**config.mk**
```make
export PLATFORM = sky130hd
export DESIGN_NAME = dpath_seq_flat
export DESIGN_NICKNAME = d
export VERILOG_FILES = /design/src/rtl/dpath_seq_pkg.sv /design/src/rtl/dpath_seq_if.sv /design/src/rtl/dpath_seq_cmd_fifo.sv /design/src/rtl/dpath_seq.sv /design/src/flat_wrapper.sv
export SDC_FILE = /design/constraint.sdc
export NUM_CORES = 1
export LEC_CHECK = 0
export ABC_AREA = 1
export CAP_MARGIN = 20
export CORE_MARGIN = 2
export CORE_UTILIZATION = 35
export CTS_BUF_LIST = sky130_fd_sc_hd__clkbuf_16
export CTS_CLUSTER_DIAMETER = 60
export DETAILED_ROUTE_END_ITERATION = 7
export GPL_ROUTABILITY_DRIVEN = 0
export GPL_TIMING_DRIVEN = 1
export MAX_ROUTING_LAYER = met4
export PLACE_DENSITY_LB_ADDON = 0.12
export SETUP_SLACK_MARGIN = 0.1
export SYNTH_ARGS = -nofsm -noshare
export SYNTH_HDL_FRONTEND = slang
export SYNTH_SLANG_ARGS = --single-unit
```
**constraint.sdc**
```tcl
create_clock -name clk -period 5.2 [get_ports clk]
set_input_delay 0.78 -clock clk [delete_from_list [all_inputs] [get_ports clk]]
set_output_delay 0.78 -clock clk [all_outputs]
set_load 0.02 [all_outputs]
```
**src/rtl/dpath_seq_pkg.sv**
```systemverilog
// Shared types and constants for the dpath command sequencer.
// The dpath constants SEL_W, DATA_W and COM_NOP come from def.h, which is
// shared with dpath. The guarded defaults below let this slice build on its
// own; a def.h included ahead of this file takes precedence.
// Contents:
//   SEL_W / DATA_W / CNT_W : widths of command code, operand and repeat count
//   COM_NOP                : command code driven when nothing is issuing
//   cmd_t                  : one queued command word {cnt, com, data}
//   state_t                : sequencer FSM states
`ifndef SEL_W
`define SEL_W 3
`endif
`ifndef DATA_W
`define DATA_W 16
`endif
`ifndef COM_NOP
`define COM_NOP {`SEL_W{1'b0}}
`endif

package dpath_seq_pkg;

  localparam int SEL_W  = `SEL_W;
  localparam int DATA_W = `DATA_W;
  localparam int CNT_W  = 4;

  localparam logic [SEL_W-1:0] COM_NOP = `COM_NOP;

  typedef struct packed {
    logic [CNT_W-1:0]  cnt;
    logic [SEL_W-1:0]  com;
    logic [DATA_W-1:0] data;
  } cmd_t;

  localparam int CMD_W = $bits(cmd_t);

  // IDLE: no current word; RUN: current word, not stalled; HOLD: stalled
  // with a current word parked.
  typedef enum logic [1:0] {
    ST_IDLE = 2'd0,
    ST_RUN  = 2'd1,
    ST_HOLD = 2'd2
  } state_t;

endpackage

```
**src/rtl/dpath_seq_if.sv**
```systemverilog
// Upstream command handshake into the sequencer.
// Signals:
//   in_valid : upstream word valid        (master -> slave)
//   in_ready : sequencer can take a word  (slave  -> master)
//   in_cnt   : repeat count, word issues in_cnt+1 times
//   in_com   : dpath command code
//   in_data  : dpath operand
interface dpath_seq_if;
  import dpath_seq_pkg::*;

  logic              in_valid;
  logic              in_ready;
  logic [CNT_W-1:0]  in_cnt;
  logic [SEL_W-1:0]  in_com;
  logic [DATA_W-1:0] in_data;

  modport master (
    output in_valid, in_cnt, in_com, in_data,
    input  in_ready
  );

  modport slave (
    input  in_valid, in_cnt, in_com, in_data,
    output in_ready
  );
endinterface

```
**src/rtl/dpath_seq_cmd_fifo.sv**
```systemverilog
// cmd_fifo: DEPTH-entry first-word-fall-through command FIFO.
// Ports:
//   clk, rst        : clock, asynchronous active-high reset
//   i_push, i_wdata : write a word (ignored when full)
//   i_pop           : drop the head word (ignored when empty)
//   o_full, o_empty : occupancy flags from registered pointers only
//   o_head          : word at the read pointer, valid when !o_empty
module cmd_fifo
  import dpath_seq_pkg::*;
#(
  parameter int DEPTH = 4,
  parameter int W     = CMD_W
) (
  input  logic         clk,
  input  logic         rst,
  input  logic         i_push,
  input  logic [W-1:0] i_wdata,
  input  logic         i_pop,
  output logic         o_full,
  output logic         o_empty,
  output logic [W-1:0] o_head
);

  localparam int AW = $clog2(DEPTH);

  logic [W-1:0] r_mem [DEPTH];
  // One bit wider than the index: equal index with differing top bit is full.
  logic [AW:0]  r_wr_ptr;
  logic [AW:0]  r_rd_ptr;
  logic         w_push_ok;
  logic         w_pop_ok;

  assign w_push_ok = i_push && !o_full;
  assign w_pop_ok  = i_pop && !o_empty;

  assign o_empty = (r_wr_ptr == r_rd_ptr);
  assign o_full  = (r_wr_ptr[AW] != r_rd_ptr[AW]) &&
                   (r_wr_ptr[AW-1:0] == r_rd_ptr[AW-1:0]);
  assign o_head  = r_mem[r_rd_ptr[AW-1:0]];

  always_ff @(posedge clk or posedge rst) begin
    if (rst) begin
      r_wr_ptr <= '0;
      r_rd_ptr <= '0;
    end else begin
      if (w_push_ok) r_wr_ptr <= r_wr_ptr + 1'b1;
      if (w_pop_ok)  r_rd_ptr <= r_rd_ptr + 1'b1;
    end
  end

  // NOTE: storage is deliberately not reset; the pointers alone define which
  // entries are meaningful, and a resettable array costs a mux per bit.
  always_ff @(posedge clk) begin
    if (w_push_ok) r_mem[r_wr_ptr[AW-1:0]] <= i_wdata;
  end

endmodule

```
**src/rtl/dpath_seq.sv**
```systemverilog
// dpath_seq: queues command words and replays each one cnt+1 times onto the
// dpath com/datain inputs, honouring a downstream stall.
// Ports:
//   clk, rst : clock, asynchronous active-high reset
//   up       : upstream command handshake (dpath_seq_if.slave)
//   stall    : downstream hold request; freezes the sequence for that edge
//   com      : registered dpath command code (COM_NOP when idle/stalled)
//   datain   : registered dpath operand (holds its value when not issuing)
//   issue    : com/datain carry a live command this cycle
//   busy     : work queued, in progress, or currently issuing
module dpath_seq
  import dpath_seq_pkg::*;
#(
  parameter int DEPTH = 4
) (
  input  logic              clk,
  input  logic              rst,
  dpath_seq_if.slave        up,
  input  logic              stall,
  output logic [SEL_W-1:0]  com,
  output logic [DATA_W-1:0] datain,
  output logic              issue,
  output logic              busy
);

  state_t            r_state,    w_state_nxt;
  logic [SEL_W-1:0]  r_cur_com,  w_cur_com_nxt;
  logic [DATA_W-1:0] r_cur_data, w_cur_data_nxt;
  logic [CNT_W-1:0]  r_rem,      w_rem_nxt;
  logic [SEL_W-1:0]  r_com,      w_com_nxt;
  logic [DATA_W-1:0] r_datain,   w_datain_nxt;
  logic              r_issue,    w_issue_nxt;

  logic w_full;
  logic w_empty;
  logic w_push;
  logic w_pop;
  logic w_cur_v;
  cmd_t w_head;
  cmd_t w_wcmd;

  assign w_wcmd  = '{cnt: up.in_cnt, com: up.in_com, data: up.in_data};
  // Ready looks only at registered fullness, so a same-cycle pop never
  // opens a slot combinationally.
  assign up.in_ready = !w_full;
  assign w_push      = up.in_valid && !w_full;
  assign w_cur_v     = (r_state != ST_IDLE);

  cmd_fifo #(
    .DEPTH (DEPTH),
    .W     (CMD_W)
  ) u_cmd_fifo (
    .clk     (clk),
    .rst     (rst),
    .i_push  (w_push),
    .i_wdata (w_wcmd),
    .i_pop   (w_pop),
    .o_full  (w_full),
    .o_empty (w_empty),
    .o_head  (w_head)
  );

  // NOTE: every signal written here gets a hold/default value first, so no
  // path leaves one unassigned and no latch is inferred.
  always_comb begin
    w_state_nxt    = r_state;
    w_cur_com_nxt  = r_cur_com;
    w_cur_data_nxt = r_cur_data;
    w_rem_nxt      = r_rem;
    w_com_nxt      = r_com;
    w_datain_nxt   = r_datain;
    w_issue_nxt    = r_issue;
    w_pop          = 1'b0;

    if (stall) begin
      // Freeze everything except the live outputs; IDLE stays IDLE.
      w_com_nxt   = COM_NOP;
      w_issue_nxt = 1'b0;
      if (r_state == ST_RUN) w_state_nxt = ST_HOLD;
    end else if (w_cur_v && (r_rem != '0)) begin
      w_com_nxt    = r_cur_com;
      w_datain_nxt = r_cur_data;
      w_issue_nxt  = 1'b1;
      w_rem_nxt    = r_rem - 1'b1;
      w_state_nxt  = ST_RUN;
    end else if (!w_empty) begin
      // Current word exhausted (or none): the head issues on this same edge,
      // which is what keeps consecutive words bubble-free.
      w_pop          = 1'b1;
      w_cur_com_nxt  = w_head.com;
      w_cur_data_nxt = w_head.data;
      w_rem_nxt      = w_head.cnt;
      w_com_nxt      = w_head.com;
      w_datain_nxt   = w_head.data;
      w_issue_nxt    = 1'b1;
      w_state_nxt    = ST_RUN;
    end else begin
      w_com_nxt   = COM_NOP;
      w_issue_nxt = 1'b0;
      w_state_nxt = ST_IDLE;
    end
  end

  // NOTE: sequential state uses non-blocking assignments so every register
  // samples the pre-edge values computed above.
  always_ff @(posedge clk or posedge rst) begin
    if (rst) begin
      r_state    <= ST_IDLE;
      r_cur_com  <= COM_NOP;
      r_cur_data <= '0;
      r_rem      <= '0;
      r_com      <= COM_NOP;
      r_datain   <= '0;
      r_issue    <= 1'b0;
    end else begin
      r_state    <= w_state_nxt;
      r_cur_com  <= w_cur_com_nxt;
      r_cur_data <= w_cur_data_nxt;
      r_rem      <= w_rem_nxt;
      r_com      <= w_com_nxt;
      r_datain   <= w_datain_nxt;
      r_issue    <= w_issue_nxt;
    end
  end

  assign com    = r_com;
  assign datain = r_datain;
  assign issue  = r_issue;
  assign busy   = !w_empty || w_cur_v || r_issue;

endmodule

```
**src/flat_wrapper.sv**
```systemverilog
// flat-port wrapper written by rule: the top's interface ports become plain ports
module dpath_seq_flat import dpath_seq_pkg::*;
#(
  parameter int DEPTH = 4
)
  (clk, rst, stall, com, datain, issue, busy, up_in_valid, up_in_cnt, up_in_com, up_in_data, up_in_ready);
  dpath_seq_if up_i ();
  input  logic clk;
  input  logic rst;
  input  logic stall;
  output logic [SEL_W-1:0] com;
  output logic [DATA_W-1:0] datain;
  output logic issue;
  output logic busy;
  input wire logic [$bits(up_i.in_valid)-1:0] up_in_valid;
  input wire logic [$bits(up_i.in_cnt)-1:0] up_in_cnt;
  input wire logic [$bits(up_i.in_com)-1:0] up_in_com;
  input wire logic [$bits(up_i.in_data)-1:0] up_in_data;
  output wire logic [$bits(up_i.in_ready)-1:0] up_in_ready;
  assign up_i.in_valid = up_in_valid;
  assign up_i.in_cnt = up_in_cnt;
  assign up_i.in_com = up_in_com;
  assign up_i.in_data = up_in_data;
  assign up_in_ready = up_i.in_ready;
  dpath_seq #(.DEPTH(DEPTH)) u_core (.clk(clk), .rst(rst), .up(up_i), .stall(stall), .com(com), .datain(datain), .issue(issue), .busy(busy));
endmodule
```
==> results of run 1 <==
registers in the layout, summed over array words and instances (netlist names):
signal	flops
u_core.com	3
u_core.u_cmd_fifo.r_rd_ptr	3
u_core.datain	16
u_core.issue	1
u_core.u_cmd_fifo.r_mem	92
u_core.r_rem	4
u_core.u_cmd_fifo.r_wr_ptr	3
u_core.r_cur_data	16
u_core.r_state	2
u_core.r_cur_com	3
routing by layer:
layer | track usage [%] | share of wire, % | up-vias
met2 | 21.4 | 44 | 82
li1 | - | - | 2248
met3 | 3.06 | 3.0 | 14
met4 | 5.53 | 1.3 | 0
met5 | - | 0 | -
met1 | 21.5 | 51 | 2059
worst max-delay path: cells and delay by family (launching register included):
family	cells	cell delay, ns
and+or+nand+nor	5	0.82
DFF	1	0.36
buffers and inverters	3	1.48
synth_stat cells, drive strengths merged:
library cell and n:
nand2 286, inv 109, edfxtp 92, nand3 77, dfrtp 51, buf 26
nand4 23, nor2 10, clkbuf 7, ha 6, xor2 2
final cells by class:
| class | count | share of cell area, % |
|---|---|---|
| multi-input cells | 404 | 23.3 |
| flip-flops and latches | 143 | 52.8 |
| clock buffers | 17 | 5.56 |
| clock inverters | 15 | 2.23 |
| well taps | 229 | 3.75 |
| inverters | 109 | 5.35 |
| repair buffers | 55 | 6.97 |
power breakdown:
part	leakage (uW)	internal, uW	switching (uW)
Combinational	0.00186	555	1200
Clock	0.000280	751	470
Sequential	0.00148	1560	130
Total	0.00362	2870	1800
worst max path at each step:
| stage | cells after the start | slack [ns] | end | startpoint |
|---|---|---|---|---|
| CTS | 8 | 1.24 | busy | u_core.u_cmd_fifo.r_rd_ptr[0] |
| global placement | 8 | 1.73 | busy | u_core.u_cmd_fifo.r_rd_ptr[0] |
| global route | 8 | 1.02 | busy | u_core.u_cmd_fifo.r_rd_ptr[0] |
| finish | 8 | 1.31 | busy | u_core.u_cmd_fifo.r_rd_ptr[0] |
| floorplan | 6 | 2.78 | u_core.u_cmd_fifo.r_mem[0][0] | u_core.u_cmd_fifo.r_wr_ptr[0] |
| detailed placement | 8 | 1.70 | busy | u_core.u_cmd_fifo.r_rd_ptr[0] |
stage by stage:
step | utilization, % | power [uW] | std cells | hold slack (ns) | area [um2]
after global placement | 39.2 | 3450 | 940 | 0.463 | 7050
after detailed placement | 39.2 | 3480 | 940 | 0.467 | 7050
final | 42.6 | 4670 | 972 | 0.481 | 7640
after global routing | 42.6 | 5030 | 972 | 0.502 | 7640
after CTS | 42.6 | 4720 | 972 | 0.483 | 7640
after floorplan | - | 2970 | 689 | 0.450 | 6410
logic make-up after synthesis:
group,after synthesis
buffers and inverters,142
and+or+nand+nor,396
DFF,143
xor gates and xnor gates,2
adders and majority gates,6
==> out/qor.yml, run 1 <==
dp_hpwl_um: 8260
yosys-top-cells-area: "edfxtp_1 43%, dfrtp_1 20%, nand2_1 17%, inv_1 6.2%, nand3_1 5.9%"
cts_hold_buf: 0
hold_viol: 0
final_common_cell: "nand2_1"
cts_tree: "done"
synth_mux_area_share_pct: 0
htree_levels: 4
r2r-end: "u_core.datain[11]"
nFillCells: 1747
rr_worst_depth: 9
cellPowerDensity_nw_per_um2: 611
layout-drive-gt1-share_pct: 7.00
fin_skew_ns: 0.00948
syn2layout_area_growth_pct: 19.3
critPathLaunchType: "register"
slowest_stage: "inv_2"
antenna_cells: 0
ys_seq_area_share_pct: 63.0
nNetsFinal: 763
crit_path_max_fanout: 50
reg2reg_slack_ns: 2.13
synth-simple-area-share_pct: 26.2
clkTransAtPathRegs_ns: 0.06
cp.arrival_ns: 3.11
initial_core_util_pct: 35.7
synthAdderAreaFrac_pct: 1.17
drcViolationCount: 0
grt_overflow: 0
area.sequential_um2: 4040
fmax_mhz: 257
wl_per_cell_um: 14.1
syn-mean-instance-area_um2: 9.30
crit_path_end_kind: "output pin"
drt-total-wl_um: 13700
r2r_start: "u_core.u_cmd_fifo.r_rd_ptr[0]"
final_antenna_net_count: 0
synthCells: 689
ios: 49
multi_input_area_um2: 1780
synth_xor_area_share_pct: 0.273
via_count: 4403
synth-seq-cells: 143
grt_usage_pct: 15.1
max_cap_violations: 0
pre_cts_slack_ns: 1.70
viasPerCell: 4.53
port_buffers: 48
synth_top_area_share_pct: 43.1
hold_class: "reg -> reg"
yosysTopAreaCell: "edfxtp_1"
rsz0062_at_grt: "false"
drv_slew: 0
crit_chain: "buf_4 -> inv_2 -> nand2_1 -> nand2_1 -> nand3_4 -> nor2_1 -> nand2_1 -> clkdlybuf4s50_1"
die_area_um2: 19400
fin_crit_ns: 3.89
yosysUniqueCellTypes: 19
num_rows: 49
crit_path_frequent_cell: "nand2_1"
status: "completed"
root_buffer: "clkbuf_16"
clk_latency_ns: 0.42
numClockSinks: 143
crit_path_max_incr_delay_ns: 0.66
grt_pass1_vias: 4125
grt_start_max_net_pins: 52
die_w_um: 139
drt_iter0_drc: 342
core_area_um2: 18000
min_period_over_period_pct: 74.8
die_h_um: 139
setup-tns-final_ns: 0
min_to: "u_core.r_cur_com[2]"
synth_compound_area_share_pct: 0
antenna_found_initial: 0
syn-num-nets: 722
worst_slew_pin_slew_ns: 0.852
setup_viol: 0
cp_data_required_time_ns: 4.42
critPathKind: "reg -> out"
layout_setup_ws_ns: 1.31
cts_buffers: 17
cts_setup_buffers: 0
grt_pass1_wl_um: 22100
mostFrequentLayoutCells: "282 x nand2_1, 105 x inv_1, 92 x edfxtp_1, 76 x nand3_1, 51 x dfrtp_1"
dr.pass1.iters: 5
syn_area_um2: 6410
synth_top_family_by_area: "simple AND/OR/NAND/NOR gates"
ctsResizeCount: 0
whs_path_depth: 2
max_slew_margin_pct: 43.1
ys_warn_count: 0
peakVddDrop_mv: 0.269
cts_buffer_depth: 2
hp-start: "u_core.r_cur_com[2]"
leakage_uw: 0.00362
(Power assumes the default switching activity.)
==> run 2, diff against run 1 <==
clock period = 3.7 ns   (was 5.2 ns; I/O delays follow)
==> out/qor.yml, run 2 (synthesis gave the netlist of run 1 again) <==
cts_tree: "done"
setup_viol: 0  # unchanged
pre_cts_slack_ns: 1.18  # -0.519 ns
largest_reg_flops: 92  # unchanged
switchingPower_uw: 2570  # +42%
cts_hold_buf: 0  # unchanged
ctsResizeCount: 0  # unchanged
setup.worst_path.start: "u_core.u_cmd_fifo.r_rd_ptr[0]"
cellPowerDensity_nw_per_um2: 849  # +39%
hold_viol: 0  # unchanged
comb_power_share_pct: 38.2  # +0.6 points
r2r-end: "u_core.datain[2]"
grt_pass1_vias: 4227  # +2.5%
grt_start_max_net_pins: 48  # -7.7%
wl_per_cell_um: 13.9  # -1.5%
setup-tns-final_ns: 0  # unchanged
mostFrequentLayoutCells: "282 x nand2_1, 104 x inv_1, 92 x edfxtp_1, 76 x nand3_1, 51 x dfrtp_1"
core_area_um2: 18000  # unchanged
antenna_found_initial: 0  # unchanged
drv_slew: 0  # unchanged
syn2layout_area_growth_pct: 19.6
die_h_um: 139  # unchanged
die_area_um2: 19400  # unchanged
crit_path_end_kind: "output pin"
cp_data_required_time_ns: 3.14  # -1.28 ns
numClockSinks: 143  # unchanged
die_w_um: 139  # unchanged
r2r_start: "u_core.u_cmd_fifo.r_rd_ptr[0]"
crit_family: "simple AND/OR/NAND/NOR gates"
ios: 49  # unchanged
nNetsFinal: 768  # +0.66%
grt_overflow: 0  # unchanged
switching_share_pct: 39.5  # +0.87 points
cp.depth: 6  # -2
max_cap_violations: 0  # unchanged
grtUsageMet2_pct: 22.5  # +1.2 points
leakage_uw: 0.00364  # +0.60%
antenna_cells: 0  # unchanged
reg2reg_slack_ns: 1.44  # -0.69 ns
critPathKind: "reg -> out"
crit_path_max_fanout: 26  # -48%
crit_path_max_incr_delay_ns: 0.61  # -0.05 ns
crit_chain: "nand2_1 -> nand2_1 -> nand3_4 -> nor2_1 -> nand2_1 -> clkdlybuf4s50_1"
min_period_over_period_pct: 78.3
finalPower_uw: 6500  # +39%
viasPerCell: 4.53  # about the same
grt_pass1_wl_um: 22100  # -0.34%
layout-drive-gt1-share_pct: 8.02  # +1.0 points
drcViolationCount: 0  # unchanged
rr_worst_depth: 7  # -2
fin_skew_ns: 0.0134  # +0.00389 ns
fin_hold_ws_ns: 0.442  # -0.0395 ns
max_slew_margin_pct: 57.9  # +15 points
htree_levels: 4  # unchanged
cp.arrival_ns: 2.34  # -0.77 ns
layout_setup_ws_ns: 0.805  # -0.506 ns
clkTransAtPathRegs_ns: 0.06  # about the same
peakVddDrop_mv: 0.436  # +62%
root_buffer: "clkbuf_16"
num_rows: 49  # unchanged
grt_usage_pct: 15.0  # -0.077 points
worstSetupEndpoint: "busy"
dp_hpwl_um: 8510  # +3.0%
drt-total-wl_um: 13600  # -0.96%
port_buffers: 48  # unchanged
crit_buf_inv: 1  # -2
final_antenna_net_count: 0  # unchanged
fmax_mhz: 345
busiest_layer: "met2"
clk_latency_ns: 0.42  # about the same
status: "completed"
crit_path_frequent_cell: "nand2_1"
cts_buffer_depth: 2  # unchanged
rsz0062_at_grt: "false"
clockPowerShare_pct: 24.8  # -1.3 points
initial_core_util_pct: 35.7  # unchanged
grt_use_met1_pct: 20.2  # -1.3 points
seqPwrFrac_pct: 37.0  # +0.8 points
p_int_uw: 3930  # +37%
worst_slew_pin_slew_ns: 0.631  # -0.221 ns
via_count: 4423  # +0.45%
final_common_cell: "nand2_1"
critPathLaunchType: "register"
drt_iter0_drc: 274  # -20%
hold_class: "in -> async"
cts_buffers: 17  # unchanged
grtUsageMet3_pct: 3.10  # +0.034 points
fin_crit_ns: 2.90
slowest_stage: "dfrtp_1"
dr.pass1.iters: 4  # -1
cts_setup_buffers: 0  # unchanged
[run 2: worst min-delay path by stage]
stage                     slack [ns]  cells past startpoint                    end
final                           0.44                      2   u_core.r_cur_data[1]
after global routing            0.47                      2    u_core.r_cur_com[1]
after CTS                       0.44                      2   u_core.r_cur_data[1]
after detailed placement        0.47                      2   u_core.r_cur_data[4]
after global placement          0.46                      2  u_core.r_cur_data[13]
after floorplan                 0.45                      2   u_core.r_cur_data[0]
[run 2: power groups by stage]
stage	combinational [uW]	sequential [uW]	clock [uW]
6_report	2480	2410	1610
5_1_grt	2830	2460	1710
4_1_cts	2520	2410	1650
3_5_place_dp	2500	2440	0
3_3_place_gp	2470	2430	0
2_1_floorplan	1680	2500	0
[run 2: cell type report]
class | instances | area (um2)
Clock buffer | 17 | 425
Clock inverter | 15 | 136
Fill cell | 1733 | 10300
Inverter | 109 | 409
Multi-Input combinational cell | 404 | 1780
Sequential cell | 143 | 4040
Tap cell | 229 | 287
Timing Repair Buffer | 60 | 583
[run 2: per-layer routing]
| layer | wire length [um] | share of wire [%] | vias up |
|---|---|---|---|
| li1 | - | - | 2259 |
| met1 | 6690 | 49 | 2062 |
| met2 | 6180 | 46 | 89 |
| met3 | 496 | 3.7 | 13 |
| met4 | 200 | 1.5 | 0 |
| met5 | 0 | 0 | - |
[run 2: stage by stage]
step	instances	util (%)	area, um2
finish	977	42.6	7660
detailed placement	945	39.5	7100
CTS	977	42.6	7660
global placement	944	39.4	7080
global route	977	42.6	7660
floorplan	689	-	6410
==> run 3, diff against run 2 <==
clock period = 2.5 ns   (was 3.7 ns; I/O delays follow)
==> out/qor.yml, run 3 (synthesis gave the netlist of run 1 again) <==
status: "completed"
clk_latency_ns: 0.42  # about the same
critPathKind: "reg -> out"
worst_slew_pin_slew_ns: 0.718  # +0.0876 ns
dp_hpwl_um: 8540  # +0.38%
instances_no_fill: 981  # +0.41%
drt_iter0_drc: 356  # +30%
cts_tree: "done"
grt_pass1_wl_um: 22600  # +2.3%
hold_viol: 0  # unchanged
antenna_cells: 0  # unchanged
rr_worst_depth: 9  # +2
p_int_uw: 6130  # +56%
crit_path_frequent_cell: "nand2_1"
hold_class: "in -> async"
final_common_cell: "nand2_1"
layout-drive-gt1-share_pct: 7.98  # -0.043 points
dp_cells: 950  # +0.53%
clkTransAtPathRegs_ns: 0.06  # about the same
slowest_stage: "dfrtp_1"
largest_reg_flops: 92  # unchanged
drcViolationCount: 0  # unchanged
cellPowerDensity_nw_per_um2: 1270  # +50%
setup.worst_path.start: "u_core.u_cmd_fifo.r_wr_ptr[0]"
die_w_um: 139  # unchanged
num_rows: 49  # unchanged
root_buffer: "clkbuf_16"
mostFrequentLayoutCells: "282 x nand2_1, 107 x inv_1, 92 x edfxtp_1, 76 x nand3_1, 51 x dfrtp_1"
viasPerCell: 4.56  # +0.76%
min_period_over_period_pct: 85.3
switchingPower_uw: 3730  # +45%
setup-tns-final_ns: 0  # unchanged
crit_path_max_fanout: 5  # -81%
htree_levels: 4  # unchanged
max_cap_violations: 0  # unchanged
die_area_um2: 19400  # unchanged
drv_slew: 0  # unchanged
seqPwrFrac_pct: 36.0  # -1.0 points
r2r_start: "u_core.r_rem[0]"
fmax_mhz: 469
max_slew_margin_pct: 52.1  # -5.9 points
grt_overflow: 0  # unchanged
fin_skew_ns: 0.00731  # -0.00607 ns
clockPowerShare_pct: 26.1  # +1.3 points
nNetsFinal: 773  # +0.65%
wl_per_cell_um: 14.1  # +1.5%
crit_path_end_kind: "output pin"
cts_buffers: 17  # unchanged
grt_pass1_vias: 4262  # +0.83%
switching_share_pct: 37.8  # -1.6 points
cp_data_required_time_ns: 2.12  # -1.02 ns
rsz0062_at_grt: "false"
cp.arrival_ns: 1.76  # -0.58 ns
grt_usage_pct: 15.4  # +0.36 points
via_count: 4475  # +1.2%
syn2layout_area_growth_pct: 20.7
cts_buffer_depth: 2  # unchanged
crit_chain: "inv_1 -> nand2_1 -> nand2_1 -> nand3_4 -> nor2_1 -> nand2_1 -> dlygate4sd2_1"
grt_start_max_net_pins: 48  # unchanged
leakage_uw: 0.00369  # +1.3%
die_h_um: 139  # unchanged
initial_core_util_pct: 35.7  # unchanged
dr.pass1.iters: 5  # +1
antenna_found_initial: 0  # unchanged
final_antenna_net_count: 0  # unchanged
numClockSinks: 143  # unchanged
drt-total-wl_um: 13800  # +1.9%
nFillCells: 1724  # -0.52%
comb_power_share_pct: 37.9  # -0.3 points
ios: 49  # unchanged
port_buffers: 48  # unchanged
crit_path_max_incr_delay_ns: 0.43  # -0.18 ns
core_area_um2: 18000  # unchanged
fin_crit_ns: 2.13
peakVddDrop_mv: 0.489  # +12%
critPathLaunchType: "register"
setup_viol: 0  # unchanged
[run 3: changes by cell type in the layout (fill, tap and decap cells not counted), moves of 2 or more]
cell	previous run	this run
buf_4	11	17
bufinv_16	1	4
clkdlybuf4s50_1	48	46
clkinv_2	3	1
inv_1	104	107
inv_6	4	0
[run 3: per-stage QoR]
stage               power, uW  hold WS, ns  area, um2  worst slack, ns  utilization [%]
floorplan                6180        0.450       6410           0.0848                -
global placement         7320        0.462       7120            0.421             39.7
detailed placement       7350        0.466       7120            0.340             39.7
CTS                      9980        0.416       7730            0.141             43.0
global route            10600        0.452       7730            0.241             43.1
finish                   9860        0.394       7730            0.367             43.1
[run 3: repair_timing]
| item | 4_1_cts | 5_1_grt |
|---|---|---|
| pin swaps | 0 | 0 |
| setup endpoints to repair | 1 | 6 |
| hold buffers | 0 | 0 |
| resized for setup | 1 | 2 |
| buffers inserted | 0 | 0 |
[run 3: layout make-up]
class / count / area (um2) / share of cell area, %
multi-input combinational: 404 / 1790 / 23.1
timing repair buffer: 65 / 609 / 7.88
sequential: 143 / 4040 / 52.2
clock inverter: 14 / 178 / 2.30
tap: 229 / 287 / 3.70
inverter: 109 / 409 / 5.29
clock buffer: 17 / 425 / 5.50
[run 3: metal layers]
metal	global-route usage (%)	wire length (um)
met1	21.1	6810
met2	22.9	6250
met3	3.17	545
met4	5.42	212
met5	-	0
[run 3: critical path: cells and delay by family (launching register included)]
kind	cells	cell delay, ns
buffers and inverters	2	0.46
DFF	1	0.43
and+or+nand+nor	5	0.46
[run 3: path summary, 6_finish.rpt]
check,end,slack [ns]
setup / recovery,busy,0.37
hold / removal,u_core.datain[0],0.39
setup reg to reg,u_core.datain[5],0.47
hold reg to reg,u_core.r_cur_data[5],0.48
max in group asynchronous,u_core.r_cur_data[13],1.46
min in group clk,u_core.r_cur_data[5],0.48
[run 3: power by group through the flow]
stage	sequential (uW)	combinational (uW)	clock, uW
global route	3620	4260	2730
finish	3550	3740	2570
global placement	3580	3740	0
detailed placement	3590	3760	0
floorplan	3700	2480	0
CTS	3550	3780	2640
